==> config.mk <==
export PLATFORM = sky130hd
export DESIGN_NAME = lsu_mem_port
export DESIGN_NICKNAME = d
export VERILOG_FILES = /design/src/rtl/lsu_mem_port_pkg.sv /design/src/rtl/lsu_load_align.sv /design/src/rtl/lsu_mem_port.sv
export SDC_FILE = /design/constraint.sdc
export NUM_CORES = 1
export LEC_CHECK = 0
export ABC_AREA = 0
export CORE_UTILIZATION = 40
export CTS_BUF_LIST = sky130_fd_sc_hd__clkbuf_8
export DETAILED_ROUTE_END_ITERATION = 6
export HOLD_SLACK_MARGIN = 0.05
export PLACE_DENSITY = 0.79
export SLEW_MARGIN = 20
export SYNTH_ARGS = -nofsm -noshare
export SYNTH_HDL_FRONTEND = slang
export SYNTH_SLANG_ARGS = --single-unit
==> constraint.sdc <==
create_clock -name clk -period 1.7 [get_ports clk]
set_input_delay 0.51 -clock clk [delete_from_list [all_inputs] [get_ports clk]]
set_output_delay 0.51 -clock clk [all_outputs]
set_load 0.005 [all_outputs]
==> src/rtl/lsu_mem_port_pkg.sv <==
// Shared types and helpers for the LSU memory port: size encodings, FSM states,
// and alignment/byte-enable decode used at issue time.
`ifndef SIZE_DATA
`define SIZE_DATA 32
`endif

package lsu_mem_port_pkg;

    localparam int LSU_DATA_W = `SIZE_DATA;
    localparam int LSU_TAG_W  = 6;

    localparam logic [1:0] SZ_BYTE = 2'b00;
    localparam logic [1:0] SZ_HALF = 2'b01;
    localparam logic [1:0] SZ_WORD = 2'b10;

    typedef enum logic [1:0] {
        S_IDLE   = 2'd0,
        S_REQ    = 2'd1,
        S_WAIT_R = 2'd2,
        S_RESP   = 2'd3
    } lsu_state_e;

    // Size 11 has no legal encoding, so it always reports misaligned.
    function automatic logic is_misaligned(input logic [1:0] size, input logic [1:0] off);
        logic mis;
        case (size)
            SZ_BYTE: mis = 1'b0;
            SZ_HALF: mis = off[0];
            SZ_WORD: mis = (off != 2'b00);
            default: mis = 1'b1;
        endcase
        return mis;
    endfunction

    function automatic logic [3:0] byte_en(input logic [1:0] size, input logic [1:0] off);
        logic [3:0] be;
        case (size)
            SZ_BYTE: be = 4'b0001 << off;
            SZ_HALF: be = 4'b0011 << off;
            default: be = 4'b1111;
        endcase
        return be;
    endfunction

endpackage

==> src/rtl/lsu_load_align.sv <==
// Picks the addressed byte/half out of a read word and sign- or zero-extends it.
// Purely combinational so cache fill paths can reuse it.
module lsu_load_align
    import lsu_mem_port_pkg::*;
#(
    parameter int DATA_W = LSU_DATA_W
) (
    input  logic [DATA_W-1:0] rdata,
    input  logic [1:0]        off,
    input  logic [1:0]        size,
    input  logic              sign_ext,
    output logic [DATA_W-1:0] result
);

    logic [DATA_W-1:0] shifted;

    assign shifted = rdata >> {off, 3'b000};

    always_comb begin
        result = rdata;
        case (size)
            SZ_BYTE: result = {{(DATA_W-8){sign_ext & shifted[7]}}, shifted[7:0]};
            SZ_HALF: result = {{(DATA_W-16){sign_ext & shifted[15]}}, shifted[15:0]};
            default: result = rdata;
        endcase
    end

endmodule

==> src/rtl/lsu_mem_port.sv <==
// Single-outstanding load/store port: AGU issue -> req/gnt/rvalid memory access ->
// valid/ready response to writeback. Misaligned accesses respond without memory traffic.
module lsu_mem_port
    import lsu_mem_port_pkg::*;
#(
    parameter int DATA_W = LSU_DATA_W,
    parameter int TAG_W  = LSU_TAG_W
) (
    input  logic              clk,
    input  logic              reset_n,
    input  logic              issue_valid_i,
    output logic              issue_ready_o,
    input  logic [DATA_W-1:0] addr_i,
    input  logic [DATA_W-1:0] wdata_i,
    input  logic              is_store_i,
    input  logic [1:0]        size_i,
    input  logic              sign_ext_i,
    input  logic [TAG_W-1:0]  tag_i,
    output logic              mem_req_o,
    input  logic              mem_gnt_i,
    output logic              mem_we_o,
    output logic [DATA_W-1:0] mem_addr_o,
    output logic [3:0]        mem_be_o,
    output logic [DATA_W-1:0] mem_wdata_o,
    input  logic              mem_rvalid_i,
    input  logic [DATA_W-1:0] mem_rdata_i,
    output logic              resp_valid_o,
    input  logic              resp_ready_i,
    output logic [DATA_W-1:0] resp_data_o,
    output logic [TAG_W-1:0]  resp_tag_o,
    output logic              resp_misalign_o
);

    lsu_state_e        state, state_nxt;
    logic [1:0]        off_q, size_q;
    logic              sext_q;
    logic              issue_mis;
    logic [DATA_W-1:0] wdata_steer;
    logic [DATA_W-1:0] ld_res;

    assign issue_mis = is_misaligned(size_i, addr_i[1:0]);

    // Narrow stores are replicated across lanes; byte enables select the live one.
    always_comb begin
        wdata_steer = wdata_i;
        case (size_i)
            SZ_BYTE: wdata_steer = {(DATA_W/8){wdata_i[7:0]}};
            SZ_HALF: wdata_steer = {(DATA_W/16){wdata_i[15:0]}};
            default: wdata_steer = wdata_i;
        endcase
    end

    always_comb begin
        state_nxt     = state;
        issue_ready_o = 1'b0;
        mem_req_o     = 1'b0;
        resp_valid_o  = 1'b0;
        case (state)
            S_IDLE: begin
                issue_ready_o = 1'b1;
                if (issue_valid_i) state_nxt = issue_mis ? S_RESP : S_REQ;
            end
            S_REQ: begin
                mem_req_o = 1'b1;
                if (mem_gnt_i) state_nxt = mem_we_o ? S_RESP : S_WAIT_R;
            end
            S_WAIT_R: if (mem_rvalid_i) state_nxt = S_RESP;
            S_RESP: begin
                resp_valid_o = 1'b1;
                if (resp_ready_i) state_nxt = S_IDLE;
            end
            default: state_nxt = S_IDLE;
        endcase
    end

    always_ff @(posedge clk or negedge reset_n) begin
        if (!reset_n) state <= S_IDLE;
        else          state <= state_nxt;
    end

    always_ff @(posedge clk or negedge reset_n) begin
        if (!reset_n) begin
            off_q           <= '0;
            size_q          <= '0;
            sext_q          <= 1'b0;
            mem_we_o        <= 1'b0;
            mem_addr_o      <= '0;
            mem_be_o        <= '0;
            mem_wdata_o     <= '0;
            resp_data_o     <= '0;
            resp_tag_o      <= '0;
            resp_misalign_o <= 1'b0;
        end else if (state == S_IDLE && issue_valid_i) begin
            off_q           <= addr_i[1:0];
            size_q          <= size_i;
            sext_q          <= sign_ext_i;
            mem_we_o        <= is_store_i;
            mem_addr_o      <= {addr_i[DATA_W-1:2], 2'b00};
            mem_be_o        <= byte_en(size_i, addr_i[1:0]);
            mem_wdata_o     <= wdata_steer;
            resp_data_o     <= '0;
            resp_tag_o      <= tag_i;
            resp_misalign_o <= issue_mis;
        end else if (state == S_WAIT_R && mem_rvalid_i) begin
            resp_data_o <= ld_res;
        end
    end

    lsu_load_align #(.DATA_W(DATA_W)) u_align (
        .rdata    (mem_rdata_i),
        .off      (off_q),
        .size     (size_q),
        .sign_ext (sext_q),
        .result   (ld_res)
    );

endmodule

# After elaboration in Yosys (flattened, before gate mapping)
# Cells that the tools add are included.
[totals] regBits=113 input_bits=112 output_inout_bits=111 elab_cells=50
[classes] n_eq_ne=10 shift=3 n_mux=16 bitwise_logic=2 n_reduce_logical=8
[op_table] operator="case mux 32 bit (2 select lines)" n=2
[op_table] operator="two-way mux 32 bit" n=2
[op_table] operator="right shift 32 x 5 -> 16 bit" n=1
[op_table] operator="two-way mux 2 bit" n=5
[op_table] operator="inequality test 2 bit, second input constant" n=4
[op_table] operator="case mux 2 bit (4 select lines)" n=1
[op_table] operator="case mux 4 bit (2 select lines)" n=1
[op_table] operator="equality test 2 x 1 -> 1 bit, second input constant" n=3
[op_table] operator="equality test 2 bit, second input constant" n=3
[op_table] operator="zero test 2 bit" n=3
[op_table] operator="two-way mux 1 bit" n=4
[op_table] operator="AND reduction 4 bit" n=1
[op_table] operator="nonzero test 2 bit" n=2
[op_table] operator="left shift 1 x 2 -> 4 bit, first input constant" n=1
[op_table] operator="left shift 2 x 2 -> 4 bit, first input constant" n=1
[op_table] operator="case mux 1 bit (3 select lines)" n=1
[op_table] operator="bitwise AND 1 bit" n=2
[op_table] operator="logical AND 1 bit" n=2

# Depth between registers and ports, before layout
[logic_depth] depth_word=5 mapped_depth=9 mapped_depth_nobuf=6

# Modules after synthesis
# A second synthesis with hierarchy kept.
[hier_totals] hier_cells=466 area_unflattened_um2=5400.2
[by_module_without_submodules] module="lsu_mem_port" n_inst=1 cells_each=354 area_each_um2=4663.2 seq_area_each_um2=2827.7
[by_module_without_submodules] module="lsu_load_align" n_inst=1 cells_each=112 area_each_um2=737.0 seq_area_each_um2=0.0

# Worst setup path after synthesis
# No wires, ideal clock.
[synth_timing] kind="register to register" startpoint="reg state[0]" endpoint="reg resp_data_o[11]" setup_ns=0.135 t_arrival_ns=1.619 t_required_ns=1.565 setup_slack_ns=-0.053 stages_incl_launch_ff=10 path_buffers=3 period_less_slack_ns=1.753 path_cell_list="dfrtp_1 inv_1 ha_1 nand2_1 buf_2 and3_1 clkbuf_1 buf_2 a22oi_1 nand3_1"
[synth_between] elab_chain_len=3 elab_cells_between_ends=6 classes_between="eq/ne: 1; mux: 1; reduce/logical: 4"
[synth_rtl] item="start, declared" line_no="lsu_mem_port.sv:34" text="lsu_state_e state, state_nxt;"
[synth_rtl] item="start signal, assigned" line_no="lsu_mem_port.sv:78" text="else state <= state_nxt;"
[synth_rtl] item="equality test 2 bit / zero test 2 bit (equally long branches)" line_no="lsu_mem_port.sv:104, lsu_mem_port.sv:93"
[synth_rtl] item="logical AND 1 bit, on equally long branches" line_no="lsu_mem_port.sv:104, lsu_mem_port.sv:93"
[synth_rtl] item="nonzero test 2 bit (no source line) / two-way mux 32 bit (equally long branches)"
[synth_rtl] item="end signal, assigned" line_no="lsu_mem_port.sv:105" text="resp_data_o <= ld_res;"
[synth_rtl] item="end, declared" line_no="lsu_mem_port.sv:29" text="output logic [DATA_W-1:0] resp_data_o,"
# Several ways; a longest one is shown, not always the timed one.
# A chain may end at the register's enable or synchronous reset.

# Final worst setup path
[layout_timing] startpoint="reg state[1]" endpoint="out mem_req_o"
[layout_between] elab_chain_len=2
[layout_rtl] item="equality test 2 x 1 -> 1 bit" line_no="lsu_mem_port.sv:58" text="case (state)"
[layout_rtl] item="two-way mux 1 bit" line_no="lsu_mem_port.sv:58"
[layout_rtl] item="end, declared" line_no="lsu_mem_port.sv:19" text="output logic mem_req_o,"
# No other way between the ends.

==> key figures <==
Logic synthesis
  • Cell area after technology mapping: 0.00520 sq mm
  • Register bit total from synthesis: 113
  • Number of warnings issued by yosys: 0
  • Post-Synthesis Mean Instance Area: 11.0 sq um
  • Ranking of synthesized cells by area: sky130_fd_sc_hd__dfrtp_1, sky130_fd_sc_hd__mux2_2, sky130_fd_sc_hd__mux2i_1
  • Share of flip-flops with an asynchronous set or reset: 100%
  • Library cell with the largest summed area after synthesis: sky130_fd_sc_hd__dfrtp_1
  • Count of flip-flops with a built-in enable after synthesis: 0
  • Sequential element share of the synthesized area: 54.4%
  • Top-area cell type share of the netlist area: 54.4%
  • Top flip-flop cell by instance count after synthesis: sky130_fd_sc_hd__dfrtp_1
  • Unique masters post-synth: 37
  • Number of instances in the synthesized netlist: 474

Clocking
  • H-tree depth: 4
  • Clock tree from TritonCTS: done
  • Cell at the root of the clock tree: sky130_fd_sc_hd__clkbuf_8
  • Worst-case clock buffer depth: 2
  • Insertion delay of the later-clocked pin in the worst-skew pair: 440 ps
  • CTS sink count: 113
  • Clock-pin slew reported for the worst setup and hold paths after clock tree synthesis: about 70 ps
  • Clock buffer count from CTS: 17

Global routing
  • Initial antenna violation count: 0
  • Final global-route overflow total: 0
  • Number of global-route vias before repair: 5267
  • Global-route wire length before repair: 26.5 mm
  • Pin count of the biggest net entering global routing: 63
  • Global-route usage over all layers: a little over a quarter

Floorplanning
  • Die Outline Area: 0.0135 sq mm
  • Effective utilization at floorplan: 41.0%
  • Cell Rows: 41
  • Horizontal die dimension: 116 um
  • Number of primary I/O pins: about 220
  • Core area: approximately 0.013 sq mm
  • Vertical die dimension: 116 um

Placed design
  • Final Wtd Congestion: 0.831
  • Count of buffers inserted at the top-level ports: 220
  • Worst slack at placement: -405 ps
  • Detailed placement HPWL: ~12 mm

Power and ir drop
  • Overall power after layout: between 15 and 20 mW
  • Fraction of power spent switching nets: between 30% and 40%
  • Share of total power in sequential cells: 31.5%
  • Net switching power: about 5.3 mW
  • Leakage: 4.56 nW
  • Power Dens Cells: 1630 mW/mm^2
  • Design internal power: ~10 mW
  • Proportion of power drawn by combinational gates: 52.4%
  • Clk pwr share: 16.1%
  • VDD IR max: 0.926 mV

Worst setup path
  • Ordered list of cells on the worst path: inv_2 > buf_6 > ha_4 > buf_6
  • Critical path buffers and inverters: 3
  • Worst flop-to-flop path startpoint: state[0]
  • Slowest library cell on the worst path: sky130_fd_sc_hd__dfrtp_1
  • Required time of the critical path: roughly 1200 ps
  • Worst setup slack for register-to-register paths: -30 ps
  • Cell count along the critical path: 4
  • Endpoint of the worst register-to-register path: resp_data_o[12]
  • Class of the most critical setup path: flip-flop to output port
  • R2R depth: 9
  • Startpoint of the worst setup timing path: state[1]
  • Arr. time, crit path: about 1300 ps
  • Critical path endpoint: mem_req_o
  • Highest cell delay on the worst timing path: 400 ps
  • Peak fanout along the critical path: 2
  • Kind of cell adding the most delay to the critical path: flip-flops
  • Worst path most repeated cell: sky130_fd_sc_hd__buf_6
  • Category of the worst setup path capture point: output port
  • CP startpoint kind: flip-flop

STA
  • Worst-case setup margin in the final layout: -99.6 ps
  • Unrepaired setup endpoints after global routing: true
  • Headroom to the max-slew limit: 65.7%
  • Post-route clock period utilization: 106%
  • Pins over their slew limit: 0
  • Max frequency: roughly 560 MHz
  • Hold violation count in the final report: 0
  • Transition time of the tightest slew-check pin: 513 ps
  • Setup Skew: roughly 11 ps
  • Final critical path time including I/O delays and setup: 1800 ps
  • Total of endpoints with negative setup slack in the final report: 43

Run status
  • Violated checks: setup timing
  • Status: finished with violations

Layout
  • Area overhead of the layout relative to synthesis: 80.6%
  • Fin nets: 891
  • Fraction of layout instances using a drive strength above 1: 31.4%
  • Multi-input combinational cell area: 0.00275 sq mm
  • Diodes inserted: 0
  • Final cell utilization of the core: 74.1%
  • Total area of sequential cells: between 0.002 and 0.003 sq mm
  • Fill cell instance count of the final layout: 829

Hold path
  • Worst hold path type: primary input to asynchronous set/reset pin

Route
  • Number of vias in the routed layout: 5208
  • Iteration-0 DRC Markers: 358
  • Total wire length after detailed routing: between 15 and 20 mm
  • Antenna-violating nets left: 0
  • Avg Vias per Cell: ~5.4
  • TritonRoute pass-1 iters: 5
  • Count of unresolved DRC violations after routing: 0
  • Routed length per instance: 20.0 um

Flow run
  • Count of maximum capacitance violations: 0
-- synthesized netlist by cell type (2+ instances only) --
library cell	instances
sky130_fd_sc_hd__dfrtp_1	113
sky130_fd_sc_hd__mux2i_1	34
sky130_fd_sc_hd__o21ai_1	10
sky130_fd_sc_hd__o21ai_0	58
sky130_fd_sc_hd__a22o_1	3
sky130_fd_sc_hd__nor2b_1	7
sky130_fd_sc_hd__a22oi_1	24
sky130_fd_sc_hd__inv_1	8
sky130_fd_sc_hd__and2_1	9
sky130_fd_sc_hd__a31oi_1	3
sky130_fd_sc_hd__nor2_1	25
sky130_fd_sc_hd__nand2b_1	6
sky130_fd_sc_hd__buf_2	11
sky130_fd_sc_hd__nand2_1	47
sky130_fd_sc_hd__ha_1	5
sky130_fd_sc_hd__nand3b_1	2
sky130_fd_sc_hd__a21oi_1	17
sky130_fd_sc_hd__mux2_2	49
sky130_fd_sc_hd__buf_4	3
sky130_fd_sc_hd__nand3_1	8
sky130_fd_sc_hd__clkbuf_1	16
-- cells by family after synthesis --
kind of cell               after synthesis  share of synthesized area, %
AOI/OAI and AO/OA                      122                          13.9
adders and majority gates                5                          1.20
buffers and inverters                   40                          3.51
DFF                                    113                          54.4
muxes                                   84                          17.4
other                                    1                        0.0721
and+or+nand+nor                        109                          9.53
-- per-stage QoR --
step	hold WS [ps]	instance area [sq um]	TNS, ps	instances
global route	80.9	9390	-3280	959
global placement	459	7990	-20410	881
detailed placement	468	7990	-25250	881
CTS	65.4	8640	-430	940
finish	85.7	9390	-795	959
floorplan	214	5210	0	475
-- cells in the final DEF, fill, tap and decap left out, drive strengths merged, types with 24 or more instances in the layout --
cell type,netlist,final
dfrtp,113,113
a22oi,24,24
buf,16,87
clkbuf,16,30
clkdlybuf4s50,0,110
mux2i,34,34
mux2,50,50
o21ai,68,68
nand2,47,47
nor2,26,26
dlygate4sd2,0,105
-- cell type report --
class / instances / area share (%)
Timing Repair Buffer: 309 / 33.8
Sequential cell: 113 / 30.1
Multi-Input combinational cell: 325 / 29.3
Clock buffer: 24 / 3.52
Tap cell: 172 / 2.29
Clock inverter: 8 / 0.640
Inverter: 8 / 0.346
-- routing by layer --
metal	up-vias	GRT usage, %	wire length [um]
met3	63	9.94	1650
met5	-	0	0
li1	2278	-	-
met4	0	11.7	635
met1	2576	27.9	6940
met2	291	45.8	9990
-- sequential cells by signal, summed over array words and instances, names as in the netlist --
| name | flops |
|---|---|
| size_q | 2 |
| mem_we_o | 1 |
| resp_misalign_o | 1 |
| resp_tag_o | 6 |
| mem_wdata_o | 32 |
| sext_q | 1 |
| state | 2 |
| off_q | 2 |
| resp_data_o | 32 |
| mem_be_o | 4 |
| mem_addr_o | 30 |
-- worst min path at each step --
stage | end | cells after the start | slack, ps
6_report | mem_addr_o[6] | 2 | 90
5_1_grt | mem_addr_o[13] | 2 | 80
2_1_floorplan | mem_addr_o[10] | 0 | 210
3_3_place_gp | mem_be_o[0] | 2 | 460
4_1_cts | mem_addr_o[6] | 2 | 70
3_5_place_dp | resp_data_o[5] | 2 | 470
-- timing repair --
| item | 4_1_cts | 5_1_grt |
|---|---|---|
| endpoints found under the setup margin | 115 | 93 |
| gates resized for setup | 155 | 170 |
| buffers inserted | 25 | 10 |
| cloned | 2 | 10 |
| hold buffers | 0 | 0 |
| pin swaps | 11 | 32 |
-- worst reg2reg max path, delay by kind of cell, from the launching register on --
family                   cells  cell delay (ps)
buffers and inverters        4              470
flip-flops                   1              410
AND/OR/NAND/NOR              3              390
AO/OA/AOI/OAI                1              200
adder cells (fa/ha/maj)      1              140
-- power groups by stage --
stage	logic [mW]	registers, mW	clock network [mW]
finish	8.04	4.83	2.47
global route	8.56	4.97	2.63
CTS	6.58	4.69	2.51
detailed placement	6.48	4.77	0
global placement	6.28	4.71	0
floorplan	2.52	4.70	0
(Power assumes the default switching activity.)
